File: config.mk
export PLATFORM = sky130hd
export DESIGN_NAME = boot_sequencer
export DESIGN_NICKNAME = d
export VERILOG_FILES = /design/src/rtl/boot_sequencer.sv
export SDC_FILE = /design/constraint.sdc
export NUM_CORES = 1
export LEC_CHECK = 0
export ABC_AREA = 1
export CORE_UTILIZATION = 32
export DETAILED_ROUTE_END_ITERATION = 16
export PLACE_DENSITY = 0.6
export SLEW_MARGIN = 25
export SYNTH_ARGS = -nofsm -noshare
export SYNTH_HDL_FRONTEND = slang
export SYNTH_SLANG_ARGS = --single-unit
File: constraint.sdc
create_clock -name clk -period 5.15 [get_ports clk]
set_input_delay 0.515 -clock clk [delete_from_list [all_inputs] [get_ports clk]]
set_output_delay 0.515 -clock clk [all_outputs]
set_load 0.02 [all_outputs]
File: src/rtl/boot_sequencer.sv
// Boot sequencer: loads the data image, streams instruction/register images plus barrier
// and start-PC packets to each core, releases the cores and watches their memory port.
module boot_sequencer #(
   parameter int unsigned NUM_CORES_P = 1,
   parameter int unsigned I_DEPTH_P   = 1024,
   parameter int unsigned D_DEPTH_P   = 1024,
   parameter int unsigned R_COUNT_P   = 64,
   parameter logic [31:0] BAR_MASK_P  = 32'h2,
   parameter logic [9:0]  BAR_ADDR_P  = 10'd24,
   parameter logic [31:0] START_PC_P  = 32'h0,
   parameter logic [2:0]  OP_NULL_P   = 3'd0,
   parameter logic [2:0]  OP_INSTR_P  = 3'd1,
   parameter logic [2:0]  OP_REG_P    = 3'd2,
   parameter logic [2:0]  OP_PC_P     = 3'd3,
   parameter logic [2:0]  OP_BAR_P    = 3'd4
) (
   input  logic        clk,
   input  logic        reset,
   input  logic        start_i,
   output logic [1:0]  img_sel_o,
   output logic [9:0]  img_addr_o,
   input  logic [39:0] img_data_i,
   output logic        mem_v_o,
   output logic [31:0] mem_addr_o,
   output logic [31:0] mem_wdata_o,
   input  logic        mem_ready_i,
   output logic        pkt_v_o,
   output logic [9:0]  pkt_id_o,
   output logic [2:0]  pkt_op_o,
   output logic [31:0] pkt_data_o,
   output logic [9:0]  pkt_addr_o,
   input  logic        pkt_ready_i,
   input  logic        mon_v_i,
   input  logic [31:0] mon_addr_i,
   input  logic [31:0] mon_data_i,
   output logic        busy_o,
   output logic        pass_o,
   output logic        fail_o,
   output logic [31:0] result_o,
   output logic [31:0] last_code_o,
   output logic [7:0]  code_cnt_o,
   output logic [31:0] cycles_o
);

   localparam logic [9:0] D_LAST    = 10'(D_DEPTH_P - 1);
   localparam logic [9:0] I_LAST    = 10'(I_DEPTH_P - 1);
   localparam logic [9:0] R_LAST    = 10'(R_COUNT_P - 1);
   localparam logic [3:0] CORE_LAST = 4'(NUM_CORES_P - 1);

   typedef enum logic [3:0] {IDLE, DMEM, INSTR, REG, BAR, PC, RELEASE, RUN, PASS, FAIL} state_t;

   state_t      state_q, state_d;
   logic [9:0]  idx_q, idx_d;
   logic [3:0]  core_q, core_d;
   logic        send_q, send_d, first_q, first_d;
   logic [39:0] hold_q, hold_d, word;
   logic [31:0] cycles_q, cycles_d, result_q, result_d, last_code_q, last_code_d;
   logic [7:0]  code_cnt_q, code_cnt_d;
   logic [9:0]  core_id;
   logic        boot_item, item_rdy, restart;

   always_ff @(posedge clk or posedge reset) begin
      if (reset) begin
         state_q     <= IDLE;
         idx_q       <= '0;
         core_q      <= '0;
         send_q      <= 1'b0;
         first_q     <= 1'b0;
         hold_q      <= '0;
         cycles_q    <= '0;
         result_q    <= '0;
         last_code_q <= '0;
         code_cnt_q  <= '0;
      end else begin
         state_q     <= state_d;
         idx_q       <= idx_d;
         core_q      <= core_d;
         send_q      <= send_d;
         first_q     <= first_d;
         hold_q      <= hold_d;
         cycles_q    <= cycles_d;
         result_q    <= result_d;
         last_code_q <= last_code_d;
         code_cnt_q  <= code_cnt_d;
      end
   end

   assign core_id = {6'd0, core_q} + 10'd1;
   // Image data is only valid on the first send cycle; later stall cycles replay the capture.
   assign word    = first_q ? img_data_i : hold_q;

   always_comb begin
      state_d     = state_q;
      idx_d       = idx_q;
      core_d      = core_q;
      send_d      = send_q;
      first_d     = 1'b0;
      hold_d      = word;
      cycles_d    = cycles_q;
      result_d    = result_q;
      last_code_d = last_code_q;
      code_cnt_d  = code_cnt_q;
      boot_item   = 1'b1;
      item_rdy    = pkt_ready_i;
      restart     = 1'b0;
      img_sel_o   = 2'd0;
      img_addr_o  = '0;
      mem_v_o     = 1'b0;
      mem_addr_o  = '0;
      mem_wdata_o = '0;
      pkt_v_o     = 1'b0;
      pkt_id_o    = '0;
      pkt_op_o    = '0;
      pkt_data_o  = '0;
      pkt_addr_o  = '0;
      case (state_q)
         IDLE: begin
            boot_item = 1'b0;
            restart   = start_i;
         end
         DMEM: begin
            item_rdy    = mem_ready_i;
            img_sel_o   = 2'd0;
            img_addr_o  = idx_q;
            mem_v_o     = send_q;
            mem_addr_o  = {20'd0, idx_q, 2'b00};
            mem_wdata_o = word[31:0];
            if (send_q && mem_ready_i) begin
               if (idx_q == D_LAST) begin
                  idx_d   = '0;
                  state_d = INSTR;
               end else idx_d = idx_q + 10'd1;
            end
         end
         INSTR: begin
            img_sel_o  = 2'd1;
            img_addr_o = idx_q;
            pkt_v_o    = send_q;
            pkt_id_o   = core_id;
            pkt_op_o   = OP_INSTR_P;
            pkt_data_o = {16'd0, word[15:0]};
            pkt_addr_o = idx_q;
            if (send_q && pkt_ready_i) begin
               if (idx_q == I_LAST) begin
                  idx_d   = '0;
                  state_d = REG;
               end else idx_d = idx_q + 10'd1;
            end
         end
         REG: begin
            img_sel_o  = 2'd2;
            img_addr_o = idx_q;
            pkt_v_o    = send_q;
            pkt_id_o   = core_id;
            pkt_op_o   = OP_REG_P;
            pkt_data_o = word[31:0];
            pkt_addr_o = {4'd0, word[37:32]};
            if (send_q && pkt_ready_i) begin
               if (idx_q == R_LAST) begin
                  idx_d   = '0;
                  state_d = BAR;
               end else idx_d = idx_q + 10'd1;
            end
         end
         BAR: begin
            pkt_v_o    = send_q;
            pkt_id_o   = core_id;
            pkt_op_o   = OP_BAR_P;
            pkt_data_o = BAR_MASK_P;
            pkt_addr_o = BAR_ADDR_P;
            if (send_q && pkt_ready_i) state_d = PC;
         end
         PC: begin
            pkt_v_o    = send_q;
            pkt_id_o   = core_id;
            pkt_op_o   = OP_PC_P;
            pkt_data_o = START_PC_P;
            if (send_q && pkt_ready_i) begin
               if (core_q == CORE_LAST) begin
                  core_d  = '0;
                  state_d = RELEASE;
               end else begin
                  core_d  = core_q + 4'd1;
                  state_d = INSTR;
               end
            end
         end
         RELEASE: begin
            pkt_v_o    = send_q;
            pkt_id_o   = core_id;
            pkt_op_o   = OP_NULL_P;
            pkt_data_o = 32'hFFFF_FFFE;
            pkt_addr_o = BAR_ADDR_P;
            if (send_q && pkt_ready_i) begin
               if (core_q == CORE_LAST) begin
                  core_d   = '0;
                  cycles_d = '0;
                  state_d  = RUN;
               end else core_d = core_q + 4'd1;
            end
         end
         RUN: begin
            boot_item = 1'b0;
            if (cycles_q != 32'hFFFF_FFFF) cycles_d = cycles_q + 32'd1;
            if (mon_v_i) begin
               case (mon_addr_i)
                  32'hDEAD_DEAD: begin
                     state_d  = FAIL;
                     result_d = mon_data_i;
                  end
                  32'h600D_BEEF: begin
                     state_d  = PASS;
                     result_d = mon_data_i;
                  end
                  32'hC0DE_C0DE, 32'hC0FF_EEEE: begin
                     last_code_d = mon_data_i;
                     if (code_cnt_q != 8'hFF) code_cnt_d = code_cnt_q + 8'd1;
                  end
                  default: ;
               endcase
            end
         end
         PASS, FAIL: begin
            boot_item = 1'b0;
            restart   = start_i;
         end
         default: begin
            boot_item = 1'b0;
            state_d   = IDLE;
         end
      endcase

      // Every boot item is a fetch cycle followed by a send phase held until ready.
      if (boot_item) begin
         if (!send_q) begin
            send_d  = 1'b1;
            first_d = 1'b1;
         end else if (item_rdy) send_d = 1'b0;
      end

      if (restart) begin
         state_d     = DMEM;
         idx_d       = '0;
         core_d      = '0;
         send_d      = 1'b0;
         cycles_d    = '0;
         result_d    = '0;
         last_code_d = '0;
         code_cnt_d  = '0;
      end
   end

   assign busy_o      = !(state_q inside {IDLE, PASS, FAIL});
   assign pass_o      = (state_q == PASS);
   assign fail_o      = (state_q == FAIL);
   assign result_o    = result_q;
   assign last_code_o = last_code_q;
   assign code_cnt_o  = code_cnt_q;
   assign cycles_o    = cycles_q;

endmodule
==> summary.json, run 1 <==
{
  "tritoncts_clock_tree": "yes",
  "drt_iter0_drc": 518,
  "rel_slew_slack": 0.3608,
  "outcome": "finished, final reports clean",
  "cts_made_buffers": 17,
  "number_of_enable_flip_flop_cells_after_synthesis": 0,
  "design_power_total_w": 0.005190,
  "post_synth_num_cell_types": 39,
  "timing.critical_path.from_type": "flip-flop",
  "antenna_found_initial": 0,
  "ys_seq_area_frac": 0.4326,
  "period_minus_slack_ns": 3.544,
  "average_wire_per_cell_in_the_routed_design_um": 14.38,
  "port-buffer-count": 320,
  "postSynth.asyncResetShare": 1.000,
  "vdd_ir_drop_max_v": 0.0001936,
  "clock_power_share": 0.265,
  "grt_util_all_layers": 0.1947,
  "synth-main-ff-cell": "sky130_fd_sc_hd__dfrtp_1",
  "sequentialPowerShare": 0.309,
  "timing_limited_maximum_frequency_ghz": 0.2822,
  "cap_viol_max_count": 0,
  "post_synth_instance_area_sq_mm": 0.009371,
  "critical_path.cell_chain": "nor2_2 -> nand3_1 -> inv_2 -> a21oi_1 -> o21ai_0 -> clkdlybuf4s50_1",
  "total_of_warnings_raised_by_yosys": 0,
  "tns_ns": 0,
  "sequential_cell_area_sq_mm": 0.004058,
  "cts.sink_count": 162,
  "setup.worst_path.class": "reg2out",
  "syn_avg_cell_area_sq_um": 7.127,
  "share_of_synthesized_cell_area_in_and_or_nand_and_nor_gates": 0.3119,
  "final.fill_count": 2899,
  "first_global_vias": 8721,
  "drt.antenna.violating_nets": 0,
  "cp_data_required_time_ns": 4.64,
  "final-hold-violation-count": 0,
  "drt_drc_violations_left": 0,
  "cts_hold_buffers": 0,
  "critical_path.slowest_cell": "sky130_fd_sc_hd__clkdlybuf4s50_1",
  "post_drt_via_cell_ratio": 4.596,
  "cp_slowest_stage_delay_ns": 0.65,
  "clock_tree.buffer_depth": 2,
  "drt_pass1_iterations": 7,
  "clk_pin_slew_worst_paths_ns": 0.07,
  "layout_commonest_cell": "sky130_fd_sc_hd__nand2_1",
  "postSynthCellCount": 1315,
  "yosysTopAreaCellShare": 0.4326,
  "cts.repair.resized": 0,
  "root_buffer": "sky130_fd_sc_hd__clkbuf_16",
  "num-nets-final": 1721,
  "diodes": 0,
  "die_x_extent_um": 173.1,
  "postSynthRegisterBits": 162,
  "grt_first_pass_wirelength_um": 46980,
  "grt_start_max_net_pins": 93,
  "grt_overflow": 0,
  "syn_to_final_growth_pct": 42.84,
  "initial_core_util": 0.3256,
  "combinational_power_share": 0.426,
  "crit_path_end_kind": "output port",
  "commonest_non_fill_non_tap_cells_in_the_layout": "sky130_fd_sc_hd__nand2_1, sky130_fd_sc_hd__clkdlybuf4s50_1, sky130_fd_sc_hd__inv_1, sky130_fd_sc_hd__dfrtp_1, sky130_fd_sc_hd__nor2_1",
  "final.setup_skew_ns": 0.01237,
  "pin_count": 350,
  "synth_compound_area_frac": 0.09586,
  "die_footprint_sq_mm": 0.02997,
  "pwr_density_cell_mw_per_mm2": 387.7,
  "placement_rows": 62,
  "multiInputGateArea_sq_mm": 0.004249,
  "final_layout_size_suffix_gt1_frac": 0.05374,
  "worstSkewPairLatency_ns": 0.44,
  "dr_total_vias": 9205,
  "pleak_nw": 6.143,
  "worst_pin_slew_ns": 0.9588,
  "cts_htree_levels": 4,
  "mux_cell_area_share_after_synthesis": 0.007210,
  "dominant_combinational_cell_family_by_area_after_synthesis": "simple AND/OR/NAND/NOR gates",
  "final_min_period_over_clock_period": 0.6881,
  "worst_min_delay_path_category": "reg2reg",
  "power.share.switching": 0.4222,
  "setup_violations": 0,
  "grt_setup_unrepaired": "no",
  "drv_slew": 0,
  "synth_top_cell_by_area": "sky130_fd_sc_hd__dfrtp_1",
  "power.internal_w": 0.002999,
  "total_switching_power_w": 0.002191,
  "critPathMaxFanout": 21,
  "setup_fix_bufs_post_cts": 0,
  "synth.top_cells.by_area": "sky130_fd_sc_hd__dfrtp_1, sky130_fd_sc_hd__nand2_1, sky130_fd_sc_hd__inv_1",
  "design.core.area_sq_mm": 0.02878,
  "cp_data_arrival_time_ns": 3.03,
  "drt_wl_total_um": 28810,
  "die_height_um": 173.1,
  "hpwlAfterDp_um": 21090,
  "post_synth_fa_ha_maj_area_fraction": 0.006676,
  "xor_xnor_share_of_the_synthesized_area": 0.01963,
  "place.gp.congestion": 0.9181
}
## layout make-up
cell class	count	area share
flip-flops and latches	162	0.3031
inverters	192	0.05440
clock buffers	17	0.03178
clock inverters	15	0.01552
multi-input cells	910	0.3174
well taps	384	0.03589
repair buffers	323	0.2419
## through the flow
step | area, sq um | setup WS [ns] | utilization | instances | hold slack [ns]
global route | 13390 | 1.360 | 0.4651 | 2003 | 0.4901
detailed placement | 12750 | 2.047 | 0.4430 | 1971 | 0.4575
finish | 13390 | 1.606 | 0.4651 | 2003 | 0.4725
floorplan | 9469 | 0.2584 | - | 1341 | 0.4720
global placement | 12750 | 2.060 | 0.4429 | 1971 | 0.4534
CTS | 13380 | 1.567 | 0.4650 | 2003 | 0.4763
## worst max-delay path, delay by kind of cell, from the launching register on
family | cells | cell delay (ns)
compound gates | 2 | 0.17
buf+inv | 2 | 1.03
flops | 1 | 0.48
simple gates | 2 | 0.91
## Yosys cell counts (7+ instances only)
cell type / n
sky130_fd_sc_hd__xor2_1: 15
sky130_fd_sc_hd__buf_4: 30
sky130_fd_sc_hd__nor2_1: 155
sky130_fd_sc_hd__buf_2: 19
sky130_fd_sc_hd__a21oi_1: 7
sky130_fd_sc_hd__dfrtp_1: 162
sky130_fd_sc_hd__nand2_2: 7
sky130_fd_sc_hd__nand4_1: 14
sky130_fd_sc_hd__o21ai_0: 110
sky130_fd_sc_hd__inv_1: 187
sky130_fd_sc_hd__nor3_1: 29
sky130_fd_sc_hd__o21ai_2: 13
sky130_fd_sc_hd__o21ai_1: 25
sky130_fd_sc_hd__nand2_1: 350
sky130_fd_sc_hd__nand3_1: 104
sky130_fd_sc_hd__clkbuf_1: 22
## worst paths after layout
kind	slack [ns]	cells after the start	endpoint	start
min in group asynchronous	0.55	2	result_o[2]$_DFFE_PP0P_	reset
worst min-delay path	0.47	2	result_o[3]$_DFFE_PP0P_	result_o[3]$_DFFE_PP0P_
worst min register to register	0.47	2	result_o[3]$_DFFE_PP0P_	result_o[3]$_DFFE_PP0P_
max in group asynchronous	3.63	3	code_cnt_o[0]$_DFFE_PP0P_	reset
worst max-delay path	1.61	6	pkt_addr_o[3]	state_q[2]$_DFFE_PP0P_
worst max register to register	2.33	10	cycles_o[11]$_DFFE_PP0P_	state_q[3]$_DFFE_PP0P_
## cell families (layout without fill, tap and decap cells)
logic type                 after synthesis  in the layout
xor gates and xnor gates                21             21
AOI/OAI and AO/OA                      164            164
DFF                                    162            162
buffers and inverters                  269            547
and+or+nand+nor                        687            687
other                                    1             27
adders and majority gates                5              5
muxes                                    6              6
## per-layer routing
layer | GRT usage | up-vias | wire length (um) | part of all wire
met4 | 0.05568 | 0 | 449 | 0.016
met5 | 0 | - | 0 | 0
met3 | 0.05585 | 29 | 1962 | 0.068
met1 | 0.2424 | 4238 | 12500 | 0.43
met2 | 0.3269 | 284 | 13900 | 0.48
li1 | - | 4654 | - | -
## state kept, by name, indices dropped and copies added, names as in the netlist
| name | flops |
|---|---|
| code_cnt_o | 8 |
| core_q | 4 |
| cycles_o | 32 |
| first_q | 1 |
| hold_q | 38 |
| idx_q | 10 |
| last_code_o | 32 |
| result_o | 32 |
| send_q | 1 |
| state_q | 4 |
## power by group through the flow
stage               Sequential, W  Combinational [W]  Clock (W)
finish                    0.00160            0.00221    0.00137
global route              0.00164            0.00242    0.00146
CTS                       0.00161            0.00224    0.00142
detailed placement        0.00163            0.00223          0
global placement          0.00162            0.00221          0
floorplan                 0.00156            0.00144          0
(Power assumes the default switching activity.)
==> run 2, diff against run 1 <==
PLACE_DENSITY = 0.58   (was 0.6)
clock period = 3.45 ns   (was 5.15 ns; I/O delays follow)
==> run 2 against run 1 <==
  * Via count down 1.7%
  * Worst setup slack worse by 1.3 ns
  * Die area unchanged
  * Global-route usage up 0.14 points
  * Sequential power up 44%
  * Critical path depth up 2
  * Clock-buffer cell count unchanged
  * Utilization about the same
  * Cell area about the same
  * Sequential share of layout area about the same
  * Non-clock buffer count up 6
  * Flip-flop and latch count unchanged
  * Critical endpoint is now pkt_data_o[6]
  * Largest power group unchanged
  * Highest routed layer unchanged
==> summary.json, run 2 (same netlist as run 1, synthesis figures left out) <==
{
  "tritoncts_clock_tree": "yes",
  "antenna_found_initial": 0,
  "cts_made_buffers": 17,
  "drt.antenna.violating_nets": 0,
  "place.gp.congestion": 0.8944,
  "vdd_ir_drop_max_v": 0.0002791,
  "cp_data_required_time_ns": 3.11,
  "grt_first_pass_wirelength_um": 47000,
  "timing_limited_maximum_frequency_ghz": 0.3162,
  "grt_setup_unrepaired": "no",
  "sequentialPowerShare": 0.303,
  "critPathMaxFanout": 33,
  "detailed_place.area_sq_mm": 0.01280,
  "final-hold-violation-count": 0,
  "root_buffer": "sky130_fd_sc_hd__clkbuf_16",
  "pwr_density_cell_mw_per_mm2": 569.2,
  "final_layout_size_suffix_gt1_frac": 0.05723,
  "fin_area_sq_mm": 0.01339,
  "cts_hold_buffers": 0,
  "cts_htree_levels": 4,
  "sequential_cell_area_sq_mm": 0.004055,
  "average_wire_per_cell_in_the_routed_design_um": 14.45,
  "drt_wl_total_um": 29040,
  "commonest_non_fill_non_tap_cells_in_the_layout": "sky130_fd_sc_hd__nand2_1, sky130_fd_sc_hd__clkdlybuf4s50_1, sky130_fd_sc_hd__inv_1, sky130_fd_sc_hd__dfrtp_1, sky130_fd_sc_hd__nor2_1",
  "cp_data_arrival_time_ns": 2.82,
  "timing.critical_path.from_type": "flip-flop",
  "worst_slack_on_hold_paths_ns": 0.4640,
  "worst_pin_slew_ns": 0.9227,
  "critical_path.slowest_cell": "sky130_fd_sc_hd__inv_1",
  "pleak_nw": 6.136,
  "critical_path.cell_chain": "inv_1 -> nand2_4 -> nor2_4 -> inv_1 -> nor2_2 -> inv_1 -> o21ai_0 -> clkdlybuf4s50_1",
  "total_switching_power_w": 0.003216,
  "dr_total_vias": 9053,
  "drv_slew": 0,
  "cap_viol_max_count": 0,
  "worst_min_delay_path_category": "in2reg",
  "final.fill_count": 2933,
  "period_minus_slack_ns": 3.163,
  "rel_slew_slack": 0.3842,
  "worstSkewPairLatency_ns": 0.44,
  "diodes": 0,
  "drt_pass1_iterations": 5,
  "power.internal_w": 0.004405,
  "grt_util_all_layers": 0.1961,
  "clock_tree.buffer_depth": 2,
  "first_global_vias": 8724,
  "cp_slowest_stage_delay_ns": 0.67,
  "drt_iter0_drc": 449,
  "grt_start_max_net_pins": 163,
  "design.core.area_sq_mm": 0.02878,
  "setup_fix_bufs_post_cts": 0,
  "die_height_um": 173.1,
  "postLayoutCoreUtil": 0.4652,
  "die_footprint_sq_mm": 0.02997,
  "clk_pin_slew_worst_paths_ns": 0.08,
  "largest_reg_flops": 38,
  "crit_path_end_kind": "output port",
  "layout_commonest_cell": "sky130_fd_sc_hd__nand2_1",
  "clock_power_share": 0.249,
  "tns_ns": 0,
  "cts.sink_count": 162,
  "syn_to_final_growth_pct": 42.87,
  "combinational_power_share": 0.447,
  "multiInputGateArea_sq_mm": 0.004244,
  "post_drt_via_cell_ratio": 4.506,
  "port-buffer-count": 320,
  "die_x_extent_um": 173.1,
  "outcome": "finished, final reports clean",
  "initial_core_util": 0.3256,
  "crit_top_cell": "sky130_fd_sc_hd__inv_1",
  "setup_violations": 0,
  "grt_overflow": 0,
  "drt_drc_violations_left": 0,
  "pin_count": 350,
  "setup.worst_path.class": "reg2out",
  "final_min_period_over_clock_period": 0.9167,
  "final.setup_skew_ns": 0.02506,
  "placement_rows": 62,
  "num-nets-final": 1727,
  "max_flop_register": "hold_q",
  "power.share.switching": 0.4220,
  "cts.repair.resized": 0,
  "design_power_total_w": 0.007621,
  "hpwlAfterDp_um": 21500
}
run 2: power groups by stage:
| stage | Combinational [W] | Sequential, W | Clock (W) |
|---|---|---|---|
| finish | 0.00341 | 0.00231 | 0.00190 |
| global placement | 0.00341 | 0.00234 | 0 |
| floorplan | 0.00215 | 0.00232 | 0 |
| global route | 0.00374 | 0.00234 | 0.00204 |
| CTS | 0.00344 | 0.00232 | 0.00196 |
| detailed placement | 0.00344 | 0.00235 | 0 |
run 2: final timing paths:
path | start | endpoint | slack (ns) | depth (start not counted)
max reg2reg | state_q[1]$_DFFE_PP0P_ | cycles_o[9]$_DFFE_PP0P_ | 1.02 | 11
min | mon_data_i[12] | last_code_o[12]$_DFFE_PP0P_ | 0.46 | 3
max | state_q[3]$_DFFE_PP0P_ | pkt_data_o[6] | 0.29 | 8
min reg2reg | result_o[28]$_DFFE_PP0P_ | result_o[28]$_DFFE_PP0P_ | 0.47 | 2
min in group asynchronous | reset | result_o[6]$_DFFE_PP0P_ | 0.53 | 3
max in group asynchronous | reset | first_q$_DFF_PP0_ | 2.24 | 3
run 2: metal layers:
metal / up-vias / wire length, um / global-route usage
li1: 4665 / - / -
met1: 4116 / 12840 / 0.2480
met2: 241 / 13770 / 0.3276
met3: 31 / 1975 / 0.05673
met4: 0 / 458 / 0.04867
met5: - / 0 / 0
run 2: critical path: cells and delay by family (launching register included):
family          cells  cell delay, ns
compound gates      1            0.22
buf+inv             4            1.54
flops               1            0.40
simple gates        3            0.23
run 2: per-stage QoR:
| step | setup WS [ns] | instances |
|---|---|---|
| after global placement | 0.7932 | 1977 |
| after CTS | 0.2858 | 2009 |
| after detailed placement | 0.7383 | 1977 |
| after global routing | 0.02509 | 2009 |
| after floorplan | 1.048 | 1341 |
| final | 0.2874 | 2009 |
run 2: layout make-up:
cell class,instances,share of cell area
timing repair buffer,329,0.2461
inverter,192,0.05429
clock inverter,15,0.01205
sequential,162,0.3029
clock buffer,17,0.03177
tap,384,0.03588
multi-input combinational,910,0.3170
==> run 3, diff against run 2 <==
==> constraint.sdc (replaced) <==
create_clock -name clk -period 3.45 [get_ports clk]
set_input_delay 0.69 -clock clk [delete_from_list [all_inputs] [get_ports clk]]
set_output_delay 0.69 -clock clk [all_outputs]
set_load 0.02 [all_outputs]
==> run 3 against run 2 <==
  * Power is 1.9% higher
  * Worst setup slack lost 0.14 ns
  * Clock power grew 4%
  * Via count grew 1.7%
  * Combinational power hardly changed
  * Clock-buffer cell count unchanged
  * First-iteration DRC count is 25% higher
  * Flip-flop and latch count did not move
  * Largest cell class unchanged
  * Highest routed layer unchanged
==> summary.json, run 3 (same netlist as run 1, synthesis figures left out) <==
{
  "outcome": "finished, final reports clean",
  "crit_path_end_kind": "output port",
  "clock_tree.buffer_depth": 2,
  "design.core.area_sq_mm": 0.02878,
  "power.share.switching": 0.4184,
  "rel_slew_slack": 0.4283,
  "cp_data_required_time_ns": 2.76,
  "commonest_non_fill_non_tap_cells_in_the_layout": "sky130_fd_sc_hd__nand2_1, sky130_fd_sc_hd__clkdlybuf4s50_1, sky130_fd_sc_hd__inv_1, sky130_fd_sc_hd__dfrtp_1, sky130_fd_sc_hd__nor2_1",
  "drt_wl_total_um": 29620,
  "drv_slew": 0,
  "diodes": 0,
  "root_buffer": "sky130_fd_sc_hd__clkbuf_16",
  "final.fill_count": 2880,
  "worst_min_delay_path_category": "reg2reg",
  "cp_slowest_stage_delay_ns": 0.63,
  "num-nets-final": 1738,
  "pleak_nw": 6.429,
  "clk_pin_slew_worst_paths_ns": 0.07,
  "vdd_ir_drop_max_v": 0.0003139,
  "critical_path.slowest_cell": "sky130_fd_sc_hd__clkdlybuf4s50_1",
  "layout_commonest_cell": "sky130_fd_sc_hd__nand2_1",
  "largest_reg_flops": 38,
  "die_footprint_sq_mm": 0.02997,
  "pwr_density_cell_mw_per_mm2": 570.9,
  "timing.critical_path.from_type": "flip-flop",
  "average_wire_per_cell_in_the_routed_design_um": 14.66,
  "final-hold-violation-count": 0,
  "grt_setup_unrepaired": "yes",
  "combinational_power_share": 0.443,
  "dominant_delay_contributor_by_cell_family_on_the_critical_path": "buffers and inverters",
  "setup.worst_path.class": "reg2out",
  "tritoncts_clock_tree": "yes",
  "sequentialPowerShare": 0.302,
  "placement_rows": 62,
  "initial_core_util": 0.3256,
  "worstSkewPairLatency_ns": 0.44,
  "die_height_um": 173.1,
  "drt_drc_violations_left": 0,
  "final_layout_size_suffix_gt1_frac": 0.06418,
  "cts_made_buffers": 17,
  "clock_power_share": 0.255,
  "drt.antenna.violating_nets": 0,
  "hold_depth": 2,
  "port-buffer-count": 320,
  "drt_pass1_iterations": 5,
  "final_min_period_over_clock_period": 0.9563,
  "worst_slack_on_hold_paths_ns": 0.4716,
  "critPathMaxFanout": 16,
  "cts_htree_levels": 4,
  "worst_pin_slew_ns": 0.8557,
  "die_x_extent_um": 173.1,
  "hpwlAfterDp_um": 21940,
  "total_switching_power_w": 0.003250,
  "grt_util_all_layers": 0.1980,
  "cp_data_arrival_time_ns": 2.61,
  "cts.sink_count": 162,
  "postLayoutCoreUtil": 0.4728,
  "antenna_found_initial": 0,
  "max_flop_register": "hold_q",
  "grt_start_max_net_pins": 65,
  "tns_ns": 0,
  "setup_violations": 0,
  "cap_viol_max_count": 0,
  "worstSetupPathDepth": 9,
  "cells_on_worst_reg2reg_path": 11,
  "critical_path.cell_chain": "inv_1 -> nand2_4 -> nor2_4 -> inv_1 -> nor2_4 -> clkinvlp_4 -> buf_4 -> o21ai_0 -> clkdlybuf4s50_1",
  "grt_overflow": 0,
  "timing.critical_path.buf_inv": 5,
  "timing_limited_maximum_frequency_ghz": 0.3031,
  "final.setup_skew_ns": 0.01942,
  "post_drt_via_cell_ratio": 4.557,
  "dr_total_vias": 9205,
  "drt_iter0_drc": 562,
  "pin_count": 350,
  "place.gp.congestion": 0.9260,
  "syn_to_final_growth_pct": 45.19,
  "first_global_vias": 8713,
  "power.internal_w": 0.004517,
  "grt_first_pass_wirelength_um": 47370,
  "period_minus_slack_ns": 3.299
}
[run 3: changes by cell type in the layout (fill, tap and decap cells not counted), moves of 3 or more]
cell,before,now
sky130_fd_sc_hd__dlymetal6s2s_1,0,13
sky130_fd_sc_hd__clkinvlp_4,2,5
sky130_fd_sc_hd__clkdlybuf4s50_1,320,307
sky130_fd_sc_hd__buf_12,2,7
sky130_fd_sc_hd__buf_4,7,12
[run 3: worst paths after layout]
path / startpoint / endpoint / slack (ns)
max: state_q[3]$_DFFE_PP0P_ / pkt_data_o[8] / 0.15
max reg2reg: state_q[1]$_DFFE_PP0P_ / cycles_o[5]$_DFFE_PP0P_ / 1.13
max in group asynchronous: reset / result_o[23]$_DFFE_PP0P_ / 1.98
min: result_o[8]$_DFFE_PP0P_ / result_o[8]$_DFFE_PP0P_ / 0.47
min reg2reg: result_o[8]$_DFFE_PP0P_ / result_o[8]$_DFFE_PP0P_ / 0.47
min in group asynchronous: reset / result_o[10]$_DFFE_PP0P_ / 0.77
[run 3: stage by stage]
stage / instances / setup slack (ns) / power, W / instance area (sq um)
after global routing: 2020 / -0.009309 / 0.008247 / 13610
after global placement: 1983 / 0.4307 / 0.005807 / 12910
final: 2020 / 0.1509 / 0.007767 / 13610
after floorplan: 1341 / 0.7032 / 0.004469 / 9473
after detailed placement: 1983 / 0.4213 / 0.005833 / 12910
after CTS: 2020 / 0.08239 / 0.007872 / 13570
[run 3: power by group through the flow]
| stage | Combinational [W] | Clock [W] | Sequential [W] |
|---|---|---|---|
| 6_report | 0.00344 | 0.00198 | 0.00234 |
| 5_1_grt | 0.00376 | 0.00210 | 0.00238 |
| 2_1_floorplan | 0.00215 | 0 | 0.00232 |
| 3_5_place_dp | 0.00345 | 0 | 0.00238 |
| 4_1_cts | 0.00349 | 0.00204 | 0.00234 |
| 3_3_place_gp | 0.00344 | 0 | 0.00237 |
[run 3: area by class of cell]
cell class | count | area [sq um] | area share
Multi-Input combinational cell | 910 | 4254 | 0.3126
Sequential cell | 162 | 4055 | 0.2980
Timing Repair Buffer | 339 | 3466 | 0.2547
Inverter | 192 | 730.7 | 0.05370
Tap cell | 384 | 480.5 | 0.03531
Clock buffer | 17 | 425.4 | 0.03126
Clock inverter | 15 | 187.7 | 0.01379
Timing Repair inverter | 1 | 7.507 | 0.0005517
[run 3: worst reg2reg max path, stage by stage, from the launching register on]
cell and delay [ns]:
sky130_fd_sc_hd__dfrtp_1 0.49, sky130_fd_sc_hd__inv_1 0.19, sky130_fd_sc_hd__nand2_1 0.08, sky130_fd_sc_hd__nor2_2 0.22, sky130_fd_sc_hd__nand2_4 0.23, sky130_fd_sc_hd__o21ai_1 0.15, sky130_fd_sc_hd__nand2_1 0.08, sky130_fd_sc_hd__nand3_2 0.13
sky130_fd_sc_hd__nand2_4 0.20, sky130_fd_sc_hd__inv_4 0.31, sky130_fd_sc_hd__nand2_1 0.12, sky130_fd_sc_hd__o21ai_2 0.06
[run 3: what timing repair did]
| action | 4_1_cts | 5_1_grt |
|---|---|---|
| endpoints found under the setup margin | 30 | 24 |
| pin swaps | 0 | 0 |
| resized for setup | 3 | 14 |
| cloned | 1 | 0 |
| setup buffers | 4 | 0 |
| hold buffers | 0 | 0 |
[run 3: layer usage]
layer	up-vias	routed length [um]	global-route usage
li1	4681	-	-
met1	4203	12830	0.2515
met2	286	14290	0.3306
met3	35	1999	0.05431
met4	0	506	0.05236
met5	-	0	0
